## src/rtl/rf_pkg.sv

```systemverilog
// Shared defaults and constants for the rename register file.
// Build option RENAME_REGFILE_BYPASS_EN forwards same-cycle commit data to reads.
package rf_pkg;

    localparam int XLEN_DEF  = 32;
    localparam int NREG_DEF  = 32;
    localparam int TAG_W_DEF = 4;

    // Tag value meaning "no producer in flight"; register 0 is hardwired empty.
    localparam int EMPTY_TAG = 0;
    localparam int EMPTY_REG = 0;

`ifdef RENAME_REGFILE_BYPASS_EN
    localparam bit BYPASS_EN = 1'b1;
`else
    localparam bit BYPASS_EN = 1'b0;
`endif

endpackage

```

## src/rtl/rf_read_port.sv

```systemverilog
// Single combinational read lookup of the rename register file.
// With RENAME_REGFILE_BYPASS_EN, a same-cycle commit that would retire the entry is forwarded.
module rf_read_port
    import rf_pkg::*;
#(
    parameter int XLEN  = XLEN_DEF,
    parameter int NREG  = NREG_DEF,
    parameter int TAG_W = TAG_W_DEF,
    parameter int NCM   = 2,
    parameter int RW    = $clog2(NREG)
) (
    input  logic [RW-1:0]         rd_idx,
    input  logic [NREG*XLEN-1:0]  data_flat,
    input  logic [NREG*TAG_W-1:0] tag_flat,
    input  logic [NCM-1:0]        cm_valid,
    input  logic [NCM*RW-1:0]     cm_idx,
    input  logic [NCM*XLEN-1:0]   cm_data,
    input  logic [NCM*TAG_W-1:0]  cm_tag,
    output logic [XLEN-1:0]       rd_data,
    output logic [TAG_W-1:0]      rd_tag
);

    logic             in_range_s;
    logic [XLEN-1:0]  stored_data_s;
    logic [TAG_W-1:0] stored_tag_s;
    logic             byp_hit_s;
    logic [XLEN-1:0]  byp_data_s;

    // Fetch the addressed entry from the flattened state.
    always_comb begin
        in_range_s    = (int'(rd_idx) < NREG);
        stored_data_s = data_flat[int'(rd_idx)*XLEN +: XLEN];
        stored_tag_s  = tag_flat[int'(rd_idx)*TAG_W +: TAG_W];
    end

    // Highest-numbered commit port addressing this register decides the forward.
    always_comb begin
        byp_hit_s  = 1'b0;
        byp_data_s = '0;
        for (int p = 0; p < NCM; p++) begin
            byp_hit_s  = (cm_valid[p] && (cm_idx[p*RW +: RW] == rd_idx))
                         ? (cm_tag[p*TAG_W +: TAG_W] == stored_tag_s) : byp_hit_s;
            byp_data_s = (cm_valid[p] && (cm_idx[p*RW +: RW] == rd_idx))
                         ? cm_data[p*XLEN +: XLEN] : byp_data_s;
        end
    end

    // Pending entries hide their stale data behind the tag.
    always_comb begin
        if ((rd_idx == RW'(EMPTY_REG)) || !in_range_s) begin
            rd_data = '0;
            rd_tag  = '0;
        end else if (BYPASS_EN && byp_hit_s) begin
            rd_data = byp_data_s;
            rd_tag  = TAG_W'(EMPTY_TAG);
        end else if (stored_tag_s == TAG_W'(EMPTY_TAG)) begin
            rd_data = stored_data_s;
            rd_tag  = stored_tag_s;
        end else begin
            rd_data = '0;
            rd_tag  = stored_tag_s;
        end
    end

endmodule

```

## src/rtl/rename_regfile.sv

```systemverilog
// Architectural register file with rename tags, multi-port commit and busy counter.
// Build option RENAME_REGFILE_BYPASS_EN (see rf_read_port) enables commit-to-read forwarding.
module rename_regfile
    import rf_pkg::*;
#(
    parameter int XLEN  = XLEN_DEF,
    parameter int NREG  = NREG_DEF,
    parameter int TAG_W = TAG_W_DEF,
    parameter int NRD   = 2,
    parameter int NCM   = 2,
    localparam int RW   = $clog2(NREG)
) (
    input  logic                  clk,
    input  logic                  rst,
    input  logic                  rdy,
    input  logic                  clear,
    input  logic [NRD*RW-1:0]     rd_idx,
    output logic [NRD*XLEN-1:0]   rd_data,
    output logic [NRD*TAG_W-1:0]  rd_tag,
    input  logic [RW-1:0]         ren_idx,
    input  logic [TAG_W-1:0]      ren_tag,
    input  logic [NCM-1:0]        cm_valid,
    input  logic [NCM*RW-1:0]     cm_idx,
    input  logic [NCM*XLEN-1:0]   cm_data,
    input  logic [NCM*TAG_W-1:0]  cm_tag,
    output logic [RW:0]           busy_cnt
);

    logic [XLEN-1:0]       data_q   [NREG];
    logic [XLEN-1:0]       data_d   [NREG];
    logic [TAG_W-1:0]      tag_q    [NREG];
    logic [TAG_W-1:0]      tag_d    [NREG];
    logic [RW:0]           busy_q;
    logic [RW:0]           busy_d;
    logic [NCM-1:0]        cm_hit_s [NREG];
    logic [NREG-1:0]       wr_en_s;
    logic [XLEN-1:0]       wr_val_s [NREG];
    logic [NREG-1:0]       tag_clr_s;
    logic [NREG*XLEN-1:0]  data_flat_s;
    logic [NREG*TAG_W-1:0] tag_flat_s;

    // Decode which commit ports address which register (register 0 never written).
    always_comb begin
        for (int r = 0; r < NREG; r++) begin
            for (int p = 0; p < NCM; p++) begin
                cm_hit_s[r][p] = cm_valid[p] && (r != EMPTY_REG)
                                 && (int'(cm_idx[p*RW +: RW]) == r);
            end
        end
    end

    // Later ports overwrite earlier ones, so the highest-numbered port wins both data and tag check.
    always_comb begin
        for (int r = 0; r < NREG; r++) begin
            wr_en_s[r]   = 1'b0;
            wr_val_s[r]  = data_q[r];
            tag_clr_s[r] = 1'b0;
            for (int p = 0; p < NCM; p++) begin
                wr_en_s[r]   = wr_en_s[r] | cm_hit_s[r][p];
                wr_val_s[r]  = cm_hit_s[r][p] ? cm_data[p*XLEN +: XLEN] : wr_val_s[r];
                tag_clr_s[r] = cm_hit_s[r][p] ? (cm_tag[p*TAG_W +: TAG_W] == tag_q[r])
                                              : tag_clr_s[r];
            end
        end
    end

    // Next state: clear beats rename, rename beats a retiring commit; busy is recounted from tag_d.
    always_comb begin
        busy_d = '0;
        for (int r = 0; r < NREG; r++) begin
            if (r == EMPTY_REG) begin
                data_d[r] = '0;
                tag_d[r]  = '0;
            end else begin
                data_d[r] = wr_en_s[r] ? wr_val_s[r] : data_q[r];
                if (clear) begin
                    tag_d[r] = TAG_W'(EMPTY_TAG);
                end else if (int'(ren_idx) == r) begin
                    tag_d[r] = ren_tag;
                end else if (tag_clr_s[r]) begin
                    tag_d[r] = TAG_W'(EMPTY_TAG);
                end else begin
                    tag_d[r] = tag_q[r];
                end
            end
            busy_d = busy_d + ((tag_d[r] != TAG_W'(EMPTY_TAG)) ? (RW+1)'(1) : (RW+1)'(0));
        end
    end

    // State registers; rdy low freezes everything.
    always_ff @(posedge clk or posedge rst) begin
        if (rst) begin
            for (int r = 0; r < NREG; r++) begin
                data_q[r] <= '0;
                tag_q[r]  <= '0;
            end
            busy_q <= '0;
        end else if (rdy) begin
            for (int r = 0; r < NREG; r++) begin
                data_q[r] <= data_d[r];
                tag_q[r]  <= tag_d[r];
            end
            busy_q <= busy_d;
        end
    end

    // Flatten the arrays for the read-port lookups.
    always_comb begin
        for (int r = 0; r < NREG; r++) begin
            data_flat_s[r*XLEN +: XLEN]  = data_q[r];
            tag_flat_s[r*TAG_W +: TAG_W] = tag_q[r];
        end
    end

    for (genvar g = 0; g < NRD; g++) begin : g_rd
        rf_read_port #(
            .XLEN  (XLEN),
            .NREG  (NREG),
            .TAG_W (TAG_W),
            .NCM   (NCM),
            .RW    (RW)
        ) u_rd (
            .rd_idx    (rd_idx[g*RW +: RW]),
            .data_flat (data_flat_s),
            .tag_flat  (tag_flat_s),
            .cm_valid  (cm_valid),
            .cm_idx    (cm_idx),
            .cm_data   (cm_data),
            .cm_tag    (cm_tag),
            .rd_data   (rd_data[g*XLEN +: XLEN]),
            .rd_tag    (rd_tag[g*TAG_W +: TAG_W])
        );
    end

    assign busy_cnt = busy_q;

endmodule

```

## config.mk

```make
export PLATFORM = sky130hd
export DESIGN_NAME = rename_regfile
export DESIGN_NICKNAME = d
export VERILOG_FILES = /design/src/rtl/rf_pkg.sv /design/src/rtl/rf_read_port.sv /design/src/rtl/rename_regfile.sv
export SDC_FILE = /design/constraint.sdc
export NUM_CORES = 2
export LEC_CHECK = 0
export ABC_AREA = 1
export CELL_PAD_IN_SITES_DETAIL_PLACEMENT = 0
export CELL_PAD_IN_SITES_GLOBAL_PLACEMENT = 2
export CORE_AREA = 2 2 455 457
export DETAILED_ROUTE_END_ITERATION = 10
export DIE_AREA = 0 0 457 459
export PLACE_DENSITY = 0.86
export REMOVE_ABC_BUFFERS = 1
export SLEW_MARGIN = 25
export SYNTH_ARGS = -nofsm -noshare
export SYNTH_HDL_FRONTEND = slang
export SYNTH_SLANG_ARGS = --single-unit
```

## constraint.sdc

```tcl
create_clock -name clk -period 66.3 [get_ports clk]
set_input_delay 9.945 -clock clk [delete_from_list [all_inputs] [get_ports clk]]
set_output_delay 9.945 -clock clk [all_outputs]
set_load 0.05 [all_outputs]
```

==> summary.txt <==
Synthesis
  • Synth area leaders: dfrtp_1 (35%), nand2_1 (17%), o211ai_1 (7.9%), o21ai_0 (7.3%), nand3_1 (6.4%)
  • Asr flop ratio synth: 100.0%
  • Post-synth top flop: dfrtp_1
  • Top-area cell type share of the netlist area: 35.35%
  • Warnings, synthesis: 0
  • Sequential share of the synthesized area: 35.35%
  • Syn Inst Count: 12,120
  • Synth Cell Area: 0.07942 mm²
  • Area leader, netlist: dfrtp_1
  • Yosys reg bits: 1,122
  • Most frequent cell after synthesis: nand2_1
  • Post-synth top cells: nand2_1 (3,528), o21ai_0 (1,166), dfrtp_1 (1,122)
  • Synthesized area per cell: 6.551 µm²
  • Distinct cells, synth: 34
  • Post-synth EDFFs: 0

Worst setup path
  • Setup CP Type: input port to output pin
  • CP required: around 56,000 ps
  • Worst path arrival time: around 15,000 ps
  • CP max FO: 83
  • Critical path endpoint category: output pin
  • R2R Setup Slk: between 50,000 and 60,000 ps
  • Setup crit start kind: input port

GRT
  • GRT Overall Usage: 38.45%
  • Gr ovfl total: 0
  • Initial antenna violation count: 20
  • Number of global-route vias before repair: slightly above 80,000
  • First-pass GRT wire length: 592,300 µm
  • Largest net degree at the start of global routing: 150

Floorplan
  • Core box area: about 0.2 mm²
  • Starting Density: 38.63%
  • Core Rows: 167
  • Die area: 0.2098 mm²
  • Io pins: 185
  • Die Span Y: 459 µm
  • Die width: 457 µm

Timing
  • Final Hold Viols: 0
  • Tmin final: 25,400 ps
  • F_max: 0.03937 GHz
  • Final setup fails: 0
  • Worst rel slew slack: 20.31%
  • Worst Max-Slew Pin Slew: 1195 ps
  • Period Utilization, post-route: 38.31%
  • Clk_skew: around 24 ps
  • RSZ-0062 raised after global routing: no
  • Slew Limit Fails: 0
  • Post-Route Setup TNS: 0 ps

Clock network
  • H-tree levels: 4
  • CTS max path bufs: 3
  • CTS sink cnt: around 1,100
  • Number of setup buffers added after CTS: 0
  • CTS Buf Count: 147
  • Post-CTS resize count: 0
  • Clk slew on worst S/H paths: 50 ps
  • Clock latency on the worst-skew pair: 840 ps
  • CTS tree: built
  • CTS hold repair buffers: 0
  • Clock Tree Root: clkbuf_16

Detailed routing
  • TritonRoute pass-1 iters: 7
  • Routed length per placed instance: roughly 29 µm
  • DR WL met2: 177,600 µm
  • Vias per Instance: 6.202
  • Max layer used: met5
  • Remaining DRCs: 0
  • Wl on met1: around 160,000 µm
  • Vias: ~89,000
  • Routed Antenna Nets: 0
  • Initial DRC count: 12,250
  • Final WL: 416,200 µm
  • Met3 wire length: 48,880 µm

Power
  • Peak supply drop: 31.68 µV
  • Power Dens Cells: 27.56 mW/mm²
  • Static leakage: 37.44 nW

Final layout
  • Fin nets: ~12,000
  • Finished Layout Cells: 14,410
  • Synth-to-layout area growth: 9.883%
  • Share of cells above drive strength 1: 5.167%

Hold path
  • Hold Path Class: flip-flop to flip-flop

Flow run
  • Max Cap Viol: 0

Placement
  • RePlAce Congestion: 0.9631
  • Dpl hpwl: 233,400 µm
  • IO buf count: 184
  • # placed instances: 14,120

Run status
  • Status: completed
cell families after synthesis:
group | after synthesis | synth area share [%]
compound gates | 3030 | 22.59
xor+xnor | 126 | 1.390
fa+ha+maj | 30 | 0.6901
buf+inv | 2116 | 10.61
flops | 1122 | 35.35
simple gates | 5699 | 29.37
registers in the layout (all words and copies together) (netlist names):
signal / flops
busy_cnt: 6
data_flat_s: 992
tag_flat_s: 124
through the flow:
| step | cell area, µm² | hold WS, ps | power [mW] | worst slack [ps] | utilization, % |
|---|---|---|---|---|---|
| floorplan | 74690 | 491.8 | 1.345 | 24760 | - |
| global placement | 82140 | 465.0 | 1.552 | 41080 | 39.95 |
| detailed placement | 82170 | 462.5 | 1.564 | 41080 | 39.96 |
| CTS | 87070 | 485.6 | 2.397 | 41080 | 42.35 |
| global route | 87240 | 517.6 | 2.526 | 40890 | 42.43 |
| finish | 87270 | 484.2 | 2.405 | 40900 | 42.44 |
metal layers:
| layer | global-route usage [%] | vias to the layer above |
|---|---|---|
| met2 | 57.64 | 6013 |
| met4 | 24.46 | 18 |
| li1 | - | 39240 |
| met3 | 9.089 | 1338 |
| met5 | 0.1607 | - |
| met1 | 49.71 | 42760 |
final timing paths:
path,depth (start not counted),start,end
max,13,rd_idx[0],rd_data[8]
min,2,busy_cnt[2]$_DFFE_PP0P_,busy_cnt[2]$_DFFE_PP0P_
max reg2reg,26,tag_flat_s[88]$_DFFE_PP0P_,busy_cnt[4]$_DFFE_PP0P_
min reg2reg,2,busy_cnt[2]$_DFFE_PP0P_,busy_cnt[2]$_DFFE_PP0P_
max in group asynchronous,6,rst,data_flat_s[707]$_DFFE_PP0P_
min in group asynchronous,2,rst,data_flat_s[840]$_DFFE_PP0P_
critical path, cell delays in order:
cell and delay, ps:
buf_8 200, inv_8 540, buf_4 980, buf_4 930
buf_4 760, a21oi_1 150, o21ai_0 130, nand3_1 110
nand3_1 240, nand3_1 110, and2_1 210, nor2_1 100
clkdlybuf4s50_1 830
area by class of cell:
class	instances	area, µm²
inverter	985	3752
timing repair buffer	426	3810
antenna	17	42.54
tap	2704	3383
sequential	1122	28080
fill	21480	118300
multi-input combinational	8885	43300
clock inverter	50	544.3
clock buffer	221	4359
layout by cell type, fill, tap and decap left out, types with 27 or more instances in the layout:
master and count:
a21oi_1 479, a21oi_4 27, a31oi_1 357, buf_4 228, clkbuf_1 36, clkbuf_16 149, clkbuf_8 36, clkdlybuf4s50_1 168
clkinv_2 27, dfrtp_1 1122, inv_1 942, nand2_1 3525, nand3_1 1018, nand4_1 174, nor2_1 865, nor2_4 37
nor3_1 37, o211ai_1 833, o21ai_0 1166, o21ai_1 127, o22ai_1 32, xnor2_1 52, xor2_1 74
report_power, final:
group / internal [mW] / switching [mW]
Combinational: 0.203 / 0.424
Sequential: 0.854 / 0.0906
Clock: 0.474 / 0.359
Total: 1.53 / 0.874
(Power assumes the default switching activity.)
